--- src/rtl/wb_pkg.sv ---
`default_nettype none
// ------------------------------------------------------------
// wb_pkg: shared writeback widths and entry record
// Rev 1.0
// ------------------------------------------------------------
package wb_pkg;

  localparam int DATA_W = 16;
  localparam int ADDR_W = 5;

  typedef struct packed {
    logic [ADDR_W-1:0] addr;
    logic [DATA_W-1:0] val;
  } wb_entry_t;

endpackage
`default_nettype wire

--- src/rtl/wb_fifo.sv ---
`default_nettype none
// ------------------------------------------------------------
// wb_fifo: per-lane result FIFO exporting entry-valid bits and tags
// Rev 1.0
// ------------------------------------------------------------
module wb_fifo #(
  parameter int WIDTH = 21,
  parameter int TAG_W = 5,
  parameter int DEPTH = 4
) (
  input  logic                            clock_i,
  input  logic                            reset_i,
  input  logic                            push_i,
  input  logic [WIDTH-1:0]                pushData_i,
  input  logic                            pop_i,
  output logic [WIDTH-1:0]                headData_o,
  output logic                            full_o,
  output logic                            empty_o,
  output logic [DEPTH-1:0]                entryValid_o,
  output logic [DEPTH-1:0][TAG_W-1:0]     entryTags_o
);

  localparam int PTR_W = $clog2(DEPTH);

  logic [DEPTH-1:0][WIDTH-1:0] r_mem;
  logic [PTR_W-1:0]            r_rdPtr;
  logic [PTR_W-1:0]            r_wrPtr;
  logic [PTR_W:0]              r_count;
  logic                        w_push;
  logic                        w_pop;

  assign full_o     = (r_count == (PTR_W+1)'(DEPTH));
  assign empty_o    = (r_count == '0);
  assign w_push     = push_i && !full_o;
  assign w_pop      = pop_i && !empty_o;
  assign headData_o = r_mem[r_rdPtr];

  always_ff @(posedge clock_i or negedge reset_i) begin
    if (!reset_i) begin
      r_rdPtr <= '0;
      r_wrPtr <= '0;
      r_count <= '0;
    end else begin
      if (w_push) r_wrPtr <= r_wrPtr + 1'b1;
      if (w_pop)  r_rdPtr <= r_rdPtr + 1'b1;
      if (w_push && !w_pop)      r_count <= r_count + 1'b1;
      else if (!w_push && w_pop) r_count <= r_count - 1'b1;
    end
  end

  // Storage carries no reset; stale slots are masked by entryValid_o.
  always_ff @(posedge clock_i) begin
    if (w_push) r_mem[r_wrPtr] <= pushData_i;
  end

  for (genvar i = 0; i < DEPTH; i++) begin : g_entry
    logic [PTR_W-1:0] w_offset;
    assign w_offset        = PTR_W'(i) - r_rdPtr;
    assign entryValid_o[i] = ({1'b0, w_offset} < r_count);
    assign entryTags_o[i]  = r_mem[i][WIDTH-1 -: TAG_W];
  end

endmodule
`default_nettype wire

--- src/rtl/writeback_controller.sv ---
`default_nettype none
// ------------------------------------------------------------
// writeback_controller: two-lane result collection and ordered writeback
// Rev 1.0
// ------------------------------------------------------------
module writeback_controller #(
  parameter int DATA_W = wb_pkg::DATA_W,
  parameter int ADDR_W = wb_pkg::ADDR_W,
  parameter int DEPTH  = 4
) (
  input  logic                     clock_i,
  input  logic                     reset_i,
  input  logic                     resValidA_i,
  input  logic                     resValidB_i,
  input  logic                     resWbA_i,
  input  logic                     resWbB_i,
  input  logic [ADDR_W-1:0]        resAddrA_i,
  input  logic [ADDR_W-1:0]        resAddrB_i,
  input  logic [DATA_W-1:0]        resValA_i,
  input  logic [DATA_W-1:0]        resValB_i,
  output logic                     resReadyA_o,
  output logic                     resReadyB_o,
  output logic                     wbA_o,
  output logic                     wbB_o,
  output logic [ADDR_W-1:0]        wbAddrA_o,
  output logic [ADDR_W-1:0]        wbAddrB_o,
  output logic [DATA_W-1:0]        wbValA_o,
  output logic [DATA_W-1:0]        wbValB_o,
  output logic [(2**ADDR_W)-1:0]   pendingMask_o
);

  localparam int ENTRY_W = ADDR_W + DATA_W;
  localparam int REGS    = 2**ADDR_W;

  localparam logic [0:0] ARB_FAIR   = 1'b0;
  localparam logic [0:0] ARB_BFIRST = 1'b1;

  logic [ENTRY_W-1:0]             w_headA, w_headB;
  logic                           w_fullA, w_fullB, w_emptyA, w_emptyB;
  logic [DEPTH-1:0]               w_validA, w_validB;
  logic [DEPTH-1:0][ADDR_W-1:0]   w_tagsA, w_tagsB;
  logic                           w_pushA, w_pushB, w_popA, w_popB;
  logic                           w_collide;
  logic [0:0]                     r_arbState, w_arbNext;
  logic                           r_wbA, r_wbB;
  logic [ADDR_W-1:0]              r_wbAddrA, r_wbAddrB;
  logic [DATA_W-1:0]              r_wbValA, r_wbValB;
  logic [REGS-1:0]                w_mask;

  // Non-writeback results are consumed here and never reach a FIFO.
  assign w_pushA = resValidA_i && resWbA_i && !w_fullA;
  assign w_pushB = resValidB_i && resWbB_i && !w_fullB;

  wb_fifo #(.WIDTH(ENTRY_W), .TAG_W(ADDR_W), .DEPTH(DEPTH)) u_fifoA (
    .clock_i      (clock_i),
    .reset_i      (reset_i),
    .push_i       (w_pushA),
    .pushData_i   ({resAddrA_i, resValA_i}),
    .pop_i        (w_popA),
    .headData_o   (w_headA),
    .full_o       (w_fullA),
    .empty_o      (w_emptyA),
    .entryValid_o (w_validA),
    .entryTags_o  (w_tagsA)
  );

  wb_fifo #(.WIDTH(ENTRY_W), .TAG_W(ADDR_W), .DEPTH(DEPTH)) u_fifoB (
    .clock_i      (clock_i),
    .reset_i      (reset_i),
    .push_i       (w_pushB),
    .pushData_i   ({resAddrB_i, resValB_i}),
    .pop_i        (w_popB),
    .headData_o   (w_headB),
    .full_o       (w_fullB),
    .empty_o      (w_emptyB),
    .entryValid_o (w_validB),
    .entryTags_o  (w_tagsB)
  );

  assign w_collide = !w_emptyA && !w_emptyB &&
                     (w_headA[ENTRY_W-1 -: ADDR_W] == w_headB[ENTRY_W-1 -: ADDR_W]);

  always_ff @(posedge clock_i or negedge reset_i) begin
    if (!reset_i) r_arbState <= ARB_FAIR;
    else          r_arbState <= w_arbNext;
  end

  always_comb begin
    w_arbNext = r_arbState;
    if (r_arbState == ARB_FAIR) begin
      if (w_collide) w_arbNext = ARB_BFIRST;
    end else begin
      if (w_popB) w_arbNext = ARB_FAIR;
    end
  end

  // Lane A is older by default; after holding B once, B goes first.
  always_comb begin
    w_popA = !w_emptyA;
    w_popB = !w_emptyB;
    if (w_collide) begin
      if (r_arbState == ARB_BFIRST) w_popA = 1'b0;
      else                          w_popB = 1'b0;
    end
  end

  always_ff @(posedge clock_i or negedge reset_i) begin
    if (!reset_i) begin
      r_wbA     <= 1'b0;
      r_wbB     <= 1'b0;
      r_wbAddrA <= '0;
      r_wbAddrB <= '0;
      r_wbValA  <= '0;
      r_wbValB  <= '0;
    end else begin
      r_wbA <= w_popA;
      r_wbB <= w_popB;
      if (w_popA) begin
        r_wbAddrA <= w_headA[ENTRY_W-1 -: ADDR_W];
        r_wbValA  <= w_headA[DATA_W-1:0];
      end
      if (w_popB) begin
        r_wbAddrB <= w_headB[ENTRY_W-1 -: ADDR_W];
        r_wbValB  <= w_headB[DATA_W-1:0];
      end
    end
  end

  always_comb begin
    w_mask = '0;
    for (int i = 0; i < DEPTH; i++) begin
      if (w_validA[i]) w_mask[w_tagsA[i]] = 1'b1;
      if (w_validB[i]) w_mask[w_tagsB[i]] = 1'b1;
    end
    if (r_wbA) w_mask[r_wbAddrA] = 1'b1;
    if (r_wbB) w_mask[r_wbAddrB] = 1'b1;
  end

  assign resReadyA_o   = !w_fullA;
  assign resReadyB_o   = !w_fullB;
  assign wbA_o         = r_wbA;
  assign wbB_o         = r_wbB;
  assign wbAddrA_o     = r_wbAddrA;
  assign wbAddrB_o     = r_wbAddrB;
  assign wbValA_o      = r_wbValA;
  assign wbValB_o      = r_wbValB;
  assign pendingMask_o = w_mask;

endmodule
`default_nettype wire

--- config.mk ---
export PLATFORM = sky130hd
export DESIGN_NAME = writeback_controller
export DESIGN_NICKNAME = d
export VERILOG_FILES = /design/src/rtl/wb_pkg.sv /design/src/rtl/wb_fifo.sv /design/src/rtl/writeback_controller.sv
export SDC_FILE = /design/constraint.sdc
export NUM_CORES = 1
export LEC_CHECK = 0
export CORE_UTILIZATION = 52
export CTS_BUF_LIST = sky130_fd_sc_hd__clkbuf_16
export DETAILED_ROUTE_END_ITERATION = 7
export GPL_TIMING_DRIVEN = 0
export PLACE_DENSITY = 0.77
export SETUP_SLACK_MARGIN = 0.02
export SLEW_MARGIN = 20
export SYNTH_ARGS = -nofsm -noshare
export SYNTH_HDL_FRONTEND = slang
export SYNTH_SLANG_ARGS = --single-unit
--- constraint.sdc ---
create_clock -name clock_i -period 3.7 [get_ports clock_i]
set_input_delay 0.74 -clock clock_i [delete_from_list [all_inputs] [get_ports clock_i]]
set_output_delay 0.74 -clock clock_i [all_outputs]
set_load 0.05 [all_outputs]
==> results by group, run 1 <==
Run status
  – Status: finished, violations left
  – Failing checks: DRC, setup timing

Routing
  – Vias: 11321
  – WL met1: 17600 um
  – Metal3 WL: 7620 um
  – Detailed-router iteration count before antenna repair: 8
  – DRC violations left: 1
  – Drt wl/cell: 38.1 um
  – Routed WL: 55100 um
  – Initial DRC Count: 1873
  – Met2 WL: around 25000 um
  – Antenna Violating Nets Remaining: 0
  – Top Metal Used: met4
  – Routed vias/inst: between 7 and 8

Setup path
  – CP startpoint: u_fifoB.r_rdPtr[0]$_DFFE_PN0P_
  – Reg2reg setup slack: -0.19 ns
  – Critical path required time: 2.96 ns
  – WP data arrival: 3.29 ns
  – Reg-to-reg endpoint: u_fifoB.r_count[2]$_DFFE_PN0P_
  – Startpoint types: flop
  – Cell breakdown of the critical path: buf_6, buf_12, buf_12, xnor2_4, buf_4, ha_4, a21oi_4, o211ai_1, buf_4, o22ai_1, or4_4, buf_6
  – Reg2Reg Depth: 15
  – Largest delay contributor family on the critical path: buffers and inverters
  – Crit path buf inv count: 6
  – R2R Path Start: u_fifoB.r_rdPtr[0]$_DFFE_PN0P_
  – CP endpoint kind: output pin
  – CP peak stage delay: 0.57 ns
  – CP max-delay cell: or4_4
  – Crit path max fanout: 5
  – Crit path kind: flop to output pin

Synthesis
  – Net count after synthesis: roughly 1000
  – Syn Inst Count: between 900 and 1000
  – Commonest cells in the netlist: edfxtp_1 (168), dfrtp_1 (59), mux4_2 (42)
  – Ys async rst share: 26.0%
  – Area share of the largest cell type after synthesis: 41.7%
  – Post-synth EDFFs: 168
  – Count leader, synth: edfxtp_1
  – Most common flop cell mapped by yosys: edfxtp_1
  – Syn Area/Cell: 13.0 um2
  – Distinct cells, synth: 77
  – Top area cells in the synthesized netlist: edfxtp_1 (42%), dfrtp_1 (12%), mux4_2 (7.8%)
  – Yosys reg bits: around 230
  – Synth warn: 0
  – Largest area contributor in the netlist: edfxtp_1
  – Post-synthesis sequential area ratio: 53.9%
  – Synthesized area: 12100 um2

Floorplan
  – IO Pins: 126
  – Starting Density: 53.3%
  – Row Count: 55
  – Chip height: 155 um
  – Core Box Area: 22700 um2
  – Die area: 23900 um2
  – Die width: 155 um

Timing
  – Worst Tran Pin Value: between 1 and 1.5 ns
  – Final hold vios: 0
  – Final setup margin: -0.333 ns
  – Setup violations, final: 36
  – Minimum clock period after layout: approximately 4 ns
  – Max Freq: 248 MHz
  – Total negative setup slack: -6.54 ns
  – RSZ-0062 raised after global routing: true
  – Max Slew Vio Count: 0
  – Clock Skew: roughly 0.018 ns
  – Final Cycle Share: 109%
  – Relative slew slack: 22.6%

Clocking
  – CTS buffer count: 23
  – Clk sinks: around 230
  – Clock Pin Slew Worst Setup and Hold Paths: 0.07 ns
  – Hold-fix buffers, CTS: 0
  – Root Buffer: clkbuf_16
  – Clk_lat worst skew: between 0.5 and 0.6 ns
  – H-Tree Depth: 1
  – CTS tree: done
  – Max Root-Sink Buffers: 3

Power
  – Power per cell area: 1020 nW/um2
  – Leak Pwr: between 5 and 6 nW
  – Gate power share: between 60% and 70%
  – Sequential Power Share: around a quarter
  – Maximum vdd ir drop: 0.917 mV
  – Switching Fraction: 47.8%
  – Clk pwr share: 13.5%
  – Internal Power: 8.53 mW
  – P_sw: 7.81 mW

Global routing
  – Number of global-route vias before repair: 10839
  – Antenna violations before repair: 3
  – Pin count of the biggest net entering global routing: 51
  – GRT overflow: 0
  – First-pass GRT wire length: 74600 um
  – GRT Overall Usage: a little over two fifths

Place
  – Gpl congestion: 1.04
  – Port bufs: 125
  – DP HPWL: 35400 um

Flow run
  – Max Cap Violations: 0

Cells and area
  – Nets@finish: 1209
  – Finished Core Util: 70.7%
  – Area Overhead vs Synth: 32.6%
  – Layout cells sized above 1: 30.3%

Min path
  – HP Class: input pin to async pin
layout make-up:
class / instances / area, um2
antenna: 3 / 7.51
buffer: 48 / 334
clock buffer: 23 / 576
clock inverter: 18 / 109
fill: 1411 / 6650
inverter: 40 / 150
multi-input combinational: 606 / 6060
sequential: 227 / 6530
tap: 285 / 357
timing repair buffer: 195 / 1940
layout by cell type (no fill, tap or decap), types with 13 or more instances in the layout:
| master | synthesis | layout |
|---|---|---|
| mux4_2 | 42 | 42 |
| a22oi_1 | 28 | 28 |
| o22ai_1 | 21 | 18 |
| nand2b_1 | 25 | 25 |
| clkbuf_16 | 0 | 24 |
| nand2_1 | 28 | 28 |
| nand3_1 | 16 | 14 |
| buf_6 | 5 | 40 |
| mux2_4 | 17 | 17 |
| nor4_1 | 21 | 19 |
| dfrtp_1 | 59 | 55 |
| inv_1 | 37 | 40 |
| clkdlybuf4s50_1 | 0 | 92 |
| a222oi_1 | 18 | 18 |
| nor2b_1 | 17 | 17 |
| clkbuf_1 | 34 | 26 |
| o211ai_1 | 15 | 15 |
| nand4_1 | 27 | 27 |
| mux2_1 | 21 | 21 |
| edfxtp_1 | 168 | 168 |
| nor3_1 | 21 | 13 |
| nor2_1 | 29 | 29 |
| buf_4 | 2 | 57 |
power groups by stage:
stage               logic [mW]  clock network, mW  registers [mW]
floorplan                 4.16                  0            4.47
global placement          7.21                  0            3.72
detailed placement        7.42                  0            3.77
CTS                       8.86               2.16            3.74
global route              10.4               2.28            3.86
finish                    10.3               2.20            3.85
per-layer routing:
| metal | track usage, % | vias to the layer above |
|---|---|---|
| met5 | 0 | - |
| met2 | 69.8 | 1289 |
| met3 | 13.3 | 395 |
| met1 | 52.3 | 5429 |
| li1 | - | 4208 |
| met4 | 25.8 | 0 |
how the worst max path moves through the flow:
| stage | to | slack [ns] | depth (start not counted) |
|---|---|---|---|
| floorplan | pendingMask_o[24] | 0.02 | 9 |
| global placement | pendingMask_o[24] | -1.90 | 9 |
| detailed placement | pendingMask_o[29] | -1.70 | 10 |
| CTS | pendingMask_o[13] | -0.23 | 12 |
| global route | pendingMask_o[13] | -0.38 | 12 |
| finish | pendingMask_o[7] | -0.33 | 12 |
cells by family after synthesis:
group | count (synthesis) | share of synthesized area [%]
mux | 82 | 12.1
buf+inv | 97 | 3.43
flops | 227 | 53.9
xor+xnor | 20 | 1.66
compound gates | 222 | 14.1
fa+ha+maj | 20 | 2.19
simple gates | 262 | 12.7
flip-flops by register name, summed over array words and instances, names as in the netlist, 2 cells and up:
| register | count |
|---|---|
| wbValA_o | 16 |
| u_fifoA.entryTags_o | 20 |
| u_fifoB.r_count | 3 |
| u_fifoB.entryTags_o | 20 |
| u_fifoB.r_mem | 64 |
| wbAddrB_o | 5 |
| u_fifoA.r_mem | 64 |
| u_fifoA.r_wrPtr | 2 |
| wbAddrA_o | 5 |
| u_fifoA.r_rdPtr | 2 |
| u_fifoA.r_count | 3 |
| u_fifoB.r_rdPtr | 2 |
| wbValB_o | 16 |
| u_fifoB.r_wrPtr | 2 |
through the flow:
stage          cells  hold WS (ns)  setup WS [ns]  power [mW]  instance area [um2]
2_1_floorplan    930         0.444         0.0187        8.63                12200
3_3_place_gp    1340         0.475          -1.90        10.9                13800
3_5_place_dp    1344         0.481          -1.70        11.2                13800
4_1_cts         1425        0.0746         -0.226        14.8                15600
5_1_grt         1443        0.0746         -0.379        16.6                16100
6_report        1445        0.0701         -0.333        16.3                16100
timing repair:
item,CTS,global route
cloned,0,0
setup endpoints to repair,32,36
pin swaps,50,49
gates resized for setup,365,72
setup buffers,42,25
Note: power is estimated with default switching activity, not from simulation.
==> run 2: changes to the inputs <==
CORE_UTILIZATION = 60   (was 52)
PLACE_DENSITY = 0.84   (was 0.77)
clock period = 4.8 ns   (was 3.7 ns; I/O delays follow)
==> run 2 against run 1 <==
The run still ends with DRC, setup timing left. Cell count down 5.1%. Die area down 13%. Register-to-register slack better by 1.0 ns. Via count down 3.7%. Global-route usage up 5.1 points. Clock skew down 0.00072 ns. Clock power down 15%. Sequential cell count unchanged. Hold slack better by 0.14 ns.
==> results by group, run 2 (synthesis gave the netlist of run 1 again) <==
Run status
  – Status: finished, violations left
  – Failing checks: DRC, setup timing

Floorplan
  – Row Count: 51 (-7.3%)
  – Starting Density: 61.6% (+8.3 points)
  – Core Box Area: 19700 um2 (-13%)
  – Die width: 144 um (-6.8%)
  – Die area: 20800 um2 (-13%)
  – IO Pins: 126 (unchanged)
  – Chip height: 144 um (-6.8%)

Clocking
  – Root Buffer: clkbuf_16
  – Clk sinks: 227 (unchanged)
  – Clock Pin Slew Worst Setup and Hold Paths: 0.06 ns (about the same)
  – Max Root-Sink Buffers: 3 (unchanged)
  – CTS buffer count: 24 (+4.3%)
  – H-Tree Depth: 1 (unchanged)
  – CTS tree: done
  – Hold-fix buffers, CTS: 0 (unchanged)
  – Clk_lat worst skew: 0.56 ns (+0.03 ns)

Flow run
  – Max Cap Violations: 0 (unchanged)

Cells and area
  – Most common cell after layout, fill and taps aside: edfxtp_1
  – Most frequent cells in the layout: edfxtp_1 (168), clkdlybuf4s50_1 (92), dfrtp_1 (57), inv_1 (46), mux4_2 (42)
  – Layout cells sized above 1: 17.9% (-12 points)
  – Largest registers: u_fifoA.r_mem: 64 flops, u_fifoB.r_mem: 64 flops
  – Finished Core Util: 74.7% (+4.0 points)
  – Nets@finish: 1160 (-4.1%)
  – Area Overhead vs Synth: 21.2%
  – Antenna cell count: 0 (-3)
  – Area occupied by multi-input gates: 5300 um2 (-12%)
  – Register area: 6520 um2 (about the same)
  – Fillers: 1195 (-15%)

Global routing
  – First-pass GRT wire length: 70700 um (-5.1%)
  – GRT Overall Usage: 48.7% (+5.1 points)
  – GRT overflow: 0 (unchanged)
  – Pin count of the biggest net entering global routing: 55 (+7.8%)
  – Number of global-route vias before repair: 10607 (-2.1%)
  – Antenna violations before repair: 1 (-2)

Timing
  – Worst Tran Pin Value: 1.28 ns (+0.128 ns)
  – Minimum clock period after layout: 4.89 ns
  – Hold slack final: 0.215 ns (+0.145 ns)
  – Final hold vios: 0 (unchanged)
  – Relative slew slack: 13.9% (-8.7 points)
  – Final setup margin: -0.0909 ns (+0.242 ns)
  – Setup violations, final: 2 (-94%)
  – Max Freq: 204 MHz
  – Clock Skew: 0.0173 ns (-0.000723 ns)
  – Final Cycle Share: 102%
  – Max Slew Vio Count: 0 (unchanged)
  – RSZ-0062 raised after global routing: true

Place
  – DP HPWL: 33300 um (-6.0%)
  – Port bufs: 125 (unchanged)
  – Gpl congestion: 1.17 (+12%)

Setup path
  – WP data arrival: 3.93 ns (+0.64 ns)
  – Startpoint types: flop
  – CP endpoint kind: output pin
  – Cell breakdown of the critical path: buf_8, inv_1, ha_1, a21boi_1, o21a_2, or3_1, o211ai_1, or4_1, clkdlybuf4s15_2
  – CP max-delay cell: or4_1
  – Crit path max fanout: 19 (+14)
  – Largest delay contributor family on the critical path: simple AND/OR/NAND/NOR gates
  – Critical path required time: 3.84 ns (+0.88 ns)
  – Crit path kind: flop to output pin
  – Crit path buf inv count: 3 (-3)
  – CP peak stage delay: 0.66 ns (+0.09 ns)

Routing
  – Vias: 10901 (-3.7%)
  – Drt wl/cell: 35.5 um (-6.9%)
  – DRC violations left: 186 (+185)
  – Antenna Violating Nets Remaining: 0 (unchanged)
  – Routed WL: 48700 um (-12%)
  – Initial DRC Count: 2280 (+22%)
  – Detailed-router iteration count before antenna repair: 8 (unchanged)
  – Routed vias/inst: 7.95 (+1.4%)

Power
  – Internal Power: 5.68 mW (-33%)
  – Clk pwr share: 17.1% (+3.6 points)
  – Power per cell area: 750 nW/um2 (-26%)
  – Leak Pwr: 5.25 nW (-7.3%)
  – P_sw: 5.32 mW (-32%)
  – Sequential Power Share: 26.7% (+3.1 points)
  – Maximum vdd ir drop: 0.620 mV (-32%)
  – Switching Fraction: 48.4% (+0.60 points)
  – Gate power share: 56.3% (-6.6 points)

Min path
  – HP Class: input pin to async pin
[run 2: cell count changes in the layout (fill, tap and decap cells not counted), sizes merged]
cell           before  now
clkbuf             52   64
clkinvlp            0    1
bufinv              1    3
buf               122   47
clkinv              8    4
diode               3    0
clkdlybuf4s15       0   11
dlygate4sd2         0    3
[run 2: what timing repair did]
| item | in CTS | in global routing |
|---|---|---|
| endpoints found under the setup margin | 32 | 32 |
| pin swaps | 7 | 6 |
| gates resized for setup | 107 | 50 |
| buffers inserted | 12 | 2 |
[run 2: worst reg2reg max path, cell delays in order (launching register included)]
cell      delay [ns]
edfxtp_1        0.38
clkbuf_1        0.29
mux4_2          0.66
xnor2_1         0.31
and4_1          0.24
buf_4           0.19
a31oi_4         0.17
buf_6           0.22
inv_2           0.06
ha_1            0.22
inv_1           0.09
fa_1            0.47
xor2_1          0.18
nor2_1          0.22
xnor2_1         0.10
[run 2: worst paths after layout]
kind                                                  start                             end  slack, ns  cells past startpoint
setup / recovery             u_fifoB.r_rdPtr[1]$_DFFE_PN0P_               pendingMask_o[23]      -0.09                      9
hold / removal                                      reset_i         wbValB_o[1]$_DFFE_PN0P_       0.21                      1
setup reg to reg           u_fifoB.entryTags_o[3]$_DFFE_PP_  u_fifoB.r_count[2]$_DFFE_PN0P_       0.85                     14
hold reg to reg                    wbValA_o[13]$_DFFE_PN0N_        wbValA_o[13]$_DFFE_PN0N_       0.49                      1
max in group asynchronous                           reset_i  u_fifoA.r_rdPtr[1]$_DFFE_PN0P_       4.04                      2
min in group clock_i               wbValA_o[13]$_DFFE_PN0N_        wbValA_o[13]$_DFFE_PN0N_       0.49                      1
[run 2: power groups by stage]
| stage | clock network (mW) | logic (mW) | registers (mW) |
|---|---|---|---|
| 6_report | 1.88 | 6.19 | 2.94 |
| 5_1_grt | 1.93 | 6.30 | 2.95 |
| 4_1_cts | 1.86 | 5.88 | 2.90 |
| 3_5_place_dp | 0 | 5.64 | 2.91 |
| 3_3_place_gp | 0 | 5.41 | 2.86 |
| 2_1_floorplan | 0 | 3.16 | 3.44 |
[run 2: metrics by stage]
step / TNS [ns] / instances / area, um2 / power [mW] / setup slack [ns]
global route: -0.0245 / 1372 / 14700 / 11.2 / -0.0245
finish: -0.0976 / 1372 / 14700 / 11.0 / -0.0909
global placement: -25.49 / 1320 / 13700 / 8.27 / -1.12
detailed placement: -22.05 / 1321 / 13700 / 8.55 / -0.937
CTS: 0 / 1370 / 14700 / 10.6 / 0.0218
floorplan: 0 / 930 / 12100 / 6.61 / 0.575
[run 2: area by class of cell]
| cell class | count | area share, % |
|---|---|---|
| flip-flops and latches | 227 | 44.4 |
| multi-input cells | 606 | 36.1 |
| repair buffers | 140 | 8.86 |
| clock buffers | 24 | 4.09 |
| well taps | 265 | 2.26 |
| plain buffers | 53 | 2.04 |
| clock inverters | 17 | 1.18 |
| inverters | 40 | 1.02 |
[run 2: routing by layer]
metal	vias to the layer above	track usage (%)	part of all wire [%]
li1	4110	-	-
met1	5186	60.2	32
met2	1232	72.5	44
met3	373	18.3	16
met4	0	30.6	8.3
met5	-	0	0
==> patch 1 (settings of run 1) <==
`ADDR_W`: 5 -> 3.
--- a/src/rtl/wb_pkg.sv
+++ b/src/rtl/wb_pkg.sv
@@ -6,7 +6,7 @@
 package wb_pkg;
 
   localparam int DATA_W = 16;
-  localparam int ADDR_W = 5;
+  localparam int ADDR_W = 3;
 
   typedef struct packed {
     logic [ADDR_W-1:0] addr;
Ports: changed (5 resized); port bits go from 126 to 94. The function was not compared with the original's and may differ.
==> patch 1 against run 1 <==
Sequential cell count fell by 20; worst setup slack improved by 0.39 ns; design area fell by 29%; synthesized area fell by 25%; routed wire length fell by 66%; clock skew fell by 0.0030 ns; count of clock-buffer cells in the layout did not move; power fell by 32%; critical endpoint is now pendingMask_o[0].
==> patch 1: results (changes against run 1) <==
setup.worst_path.end: "pendingMask_o[0]"
layout.nets: 714  # -41%
dpl.hpwl_um: 12680  # -64%
critPathMaxStageDelay_ns: 0.37  # -0.20 ns
n_fill_cell: 1163  # -18%
slew_headroom_pct: 28.08  # +5.5 points
grt_usage_pct: 21.77  # -22 points
htree_levels: 1  # unchanged
clock_latency_ns: 0.50  # -0.03 ns
dr.first_iter.drc_count: 312  # -83%
synth_edf_count: 152  # -9.5%
synthTopCellsByArea: "edfxtp_1 50%, dfrtp_1 15%, mux4_2 9.4%, mux2_4 5.1%, ha_1 2.5%"
cp_slowest_cell: "dfrtp_1"
ys_warn_count: 0  # unchanged
root_buffer: "clkbuf_16"
gp_congestion: 0.9156  # -12%
antenna_found_initial: 0  # -3
syn-num-nets: 586  # -41%
port-buffer-count: 93  # -26%
rr_endpoint: "u_fifoB.r_count[1]$_DFFE_PN0P_"
vdd_drop_max_uv: 736.0  # -20%
synth_common_cells: "152 x edfxtp_1, 55 x dfrtp_1, 38 x mux4_2"
antenna_cells: 0  # -3
finClkSkew_ns: 0.01508  # -0.002953 ns
p_leak_nw: 4.164  # -26%
yosysSeqAreaShare_pct: 65.57  # +12 points
min_path_type: "in -> async"
first_global_vias: 5325  # -51%
cts_buffers: 22  # -4.3%
num_vias: 5050  # -55%
grt_max_degree: 31  # -39%
reg2reg_slack_ns: 0.44  # +0.63 ns
cp_max_fo: 4  # -1
grt_pass1_wl_um: 29580  # -60%
synthArstFlopShare_pct: 26.57  # +0.58 points
ff2ff_path_depth: 11  # -4
synth_flop_cell: "edfxtp_1"
ys_types: 54  # -30%
routed_wirelength_um: 18670  # -66%
first_pass_iters: 5  # -3
cts.clk_slew.worst_paths_ns: 0.06
drive_gt1_share_pct: 28.38  # -1.9 points
drc: 0  # -1
status: "finished clean"
## patch 1: stage by stage
step                      total power [mW]  std cells   TNS [ns]  area, µm²  worst slack [ns]
after global routing                 11.64        886  -0.007357      11340         -0.007357
after global placement               8.440        835     -9.596      10270            -1.269
after CTS                            10.98        882          0      11200           0.02580
final                                11.10        886          0      11340           0.05728
after floorplan                      7.117        522          0       9060           0.08757
after detailed placement             8.568        836     -9.222      10280            -1.239
## patch 1: cell type report
type,count,area share (%)
Multi-Input combinational cell,277,27.60
Buffer,14,1.578
Clock buffer,23,5.077
Tap cell,220,2.428
Timing Repair Buffer,107,9.205
Sequential cell,207,52.43
Clock inverter,17,0.9823
Inverter,21,0.6954
## patch 1: worst min path at each step
stage	cells past startpoint	slack, ns	startpoint	end
after floorplan	0	0.44	reset_i	r_arbState$_DFF_PN0_
after global placement	1	0.49	r_arbState$_DFF_PN0_	r_arbState$_DFF_PN0_
after detailed placement	1	0.49	wbValB_o[9]$_DFFE_PN0P_	wbValB_o[9]$_DFFE_PN0P_
after CTS	1	0.16	reset_i	wbValA_o[11]$_DFFE_PN0N_
after global routing	1	0.18	reset_i	wbValA_o[11]$_DFFE_PN0N_
final	1	0.15	reset_i	wbValA_o[9]$_DFFE_PN0N_
## patch 1: power by group
part / switching [mW] / total, mW / internal (mW) / leakage, nW
clock network: 0.861 / 2.06 / 1.20 / 0.357
registers: 0.349 / 3.38 / 3.03 / 2.02
logic: 3.10 / 5.66 / 2.56 / 1.79
total: 4.31 / 11.1 / 6.79 / 4.16
## patch 1: kinds of logic (layout without fill, tap and decap cells)
group / count (synthesis) / in the layout / share of synthesized area (%)
and+or+nand+nor: 98 / 98 / 6.021
xor gates and xnor gates: 17 / 17 / 2.265
muxes: 77 / 77 / 15.58
adders and majority gates: 20 / 20 / 2.928
DFF: 207 / 207 / 65.57
AOI/OAI and AO/OA: 65 / 65 / 5.579
buffers and inverters: 38 / 182 / 2.058
## patch 1: worst max-delay path: cells and delay by family (launching register included)
family	cells	cell delay, ns
flip-flops	1	0.37
buffers and inverters	4	0.60
adder cells (fa/ha/maj)	1	0.28
XOR/XNOR	1	0.17
AND/OR/NAND/NOR	1	0.14
AO/OA/AOI/OAI	3	0.83
## patch 1: timing repair
| item | 4_1_cts | 5_1_grt |
|---|---|---|
| pin swaps | 11 | 8 |
| setup buffers | 9 | 5 |
| resized for setup | 105 | 24 |
| endpoints found under the setup margin | 8 | 8 |
| hold buffers | 0 | 0 |
## patch 1: metal layers
| layer | routed length [µm] | part of all wire [%] | global-route usage, % |
|---|---|---|---|
| met1 | 8407 | 45 | 31.66 |
| met3 | 1036 | 5.5 | 3.666 |
| met5 | 0 | 0 | 0 |
| met4 | 317 | 1.7 | 5.366 |
| met2 | 8905 | 48 | 34.51 |
==> patch 2 (settings of run 1) <==
Made on the original files. Make the reset (`reset_i`) synchronous in 3 clocked blocks.
--- a/src/rtl/wb_fifo.sv
+++ b/src/rtl/wb_fifo.sv
@@ -35,7 +35,7 @@
   assign w_pop      = pop_i && !empty_o;
   assign headData_o = r_mem[r_rdPtr];
 
-  always_ff @(posedge clock_i or negedge reset_i) begin
+  always_ff @(posedge clock_i) begin
     if (!reset_i) begin
       r_rdPtr <= '0;
       r_wrPtr <= '0;
--- a/src/rtl/writeback_controller.sv
+++ b/src/rtl/writeback_controller.sv
@@ -80,7 +80,7 @@
   assign w_collide = !w_emptyA && !w_emptyB &&
                      (w_headA[ENTRY_W-1 -: ADDR_W] == w_headB[ENTRY_W-1 -: ADDR_W]);
 
-  always_ff @(posedge clock_i or negedge reset_i) begin
+  always_ff @(posedge clock_i) begin
     if (!reset_i) r_arbState <= ARB_FAIR;
     else          r_arbState <= w_arbNext;
   end
@@ -104,7 +104,7 @@
     end
   end
 
-  always_ff @(posedge clock_i or negedge reset_i) begin
+  always_ff @(posedge clock_i) begin
     if (!reset_i) begin
       r_wbA     <= 1'b0;
       r_wbB     <= 1'b0;
Formal check against the unedited RTL: not equivalent (Yosys sat finds a counterexample within 4 cycles, from zero or initial values and one cycle with reset_i low; the reset may be asserted at any time).
==> patch 2 against run 1 <==
The flow finishes with violations (setup timing); design area is 1.1% higher; power shrank 20%; synthesized cell count grew 13%; synthesized area is 1.2% higher; worst setup slack improved by 0.24 ns; die area is 1.2% higher; routed wire length is 14% lower; sequential cell count stayed put; largest power group unchanged.
==> patch 2: results (changes against run 1) <==
regArea_um2: 6247  # -4.3%
rr_endpoint: "u_fifoB.r_count[2]$_SDFFE_PN0P_"
dpl.hpwl_um: 31550  # -11%
first_global_vias: 10680  # -1.4%
timing.rr.start: "u_fifoB.r_rdPtr[0]$_SDFFE_PN0P_"
vias_per_cell: 6.847  # -13%
grt_use_met3_pct: 6.713  # -6.6 points
vdd_drop_max_uv: 576.8  # -37%
multi_input_area_share_pct: 38.62  # +0.90 points
violations: "setup timing"
setup-violations-final: 3  # -92%
ys_types: 61  # -21%
yosys.area_share.xor_xnor_pct: 0.9292  # -0.73 points
path_delay_family: "compound AO/OA/AOI/OAI gates"
reg2reg_slack_ns: 0.10  # +0.29 ns
setup.worst_path.end: "pendingMask_o[20]"
internal-power_mw: 7.414  # -13%
wl_met1_um: 16710  # -5.3%
antenna_cells: 0  # -3
highest_layer: "met5"
wl_per_cell_um: 29.27  # -23%
synth_common_cells: "168 x edfxtp_1, 116 x nand2_1, 67 x clkbuf_1"
synthTopCellsByArea: "edfxtp_1 41%, dfxtp_1 9.6%, mux4_2 7.7%, mux2i_1 4.1%, nand2_1 3.6%"
synth-compound-area-share_pct: 12.07  # -2.1 points
routed-wl-met3_um: 4200  # -45%
cts_resized: 379  # +3.8%
status: "finished, violations left"
synthArstFlopShare_pct: 0  # -26 points
yosysSeqAreaShare_pct: 50.81  # -3.0 points
clock_latency_ns: 0.51  # -0.02 ns
fin_ws_ns: -0.09630  # +0.2362 ns
first_pass_iters: 6  # -2
syn-num-nets: 1123  # +13%
grtUsageMet2_pct: 64.51  # -5.3 points
-- patch 2: cell types whose count changed after synthesis, sizes merged, moves of 16 or more --
cell	before	now
dfxtp	0	59
nand2	28	116
nand2b	25	6
a222oi	18	0
o2111ai	11	49
mux2	40	0
dfrtp	59	0
clkbuf	35	67
nand3b	5	21
mux2i	0	50
-- patch 2: stage by stage --
| stage | setup TNS [ns] | total power [mW] | setup WS, ns | cell area (µm²) | hold WS, ns |
|---|---|---|---|---|---|
| CTS | -0.2423 | 12.39 | -0.05990 | 15850 | 0.4588 |
| detailed placement | -42.83 | 9.017 | -1.611 | 13920 | 0.4498 |
| floorplan | 0 | 7.228 | 0.07207 | 12260 | 0.5137 |
| finish | -0.1683 | 13.14 | -0.09630 | 16230 | 0.4562 |
| global placement | -42.96 | 8.930 | -1.859 | 13910 | 0.4465 |
| global route | -0.3680 | 13.51 | -0.1219 | 16230 | 0.4751 |
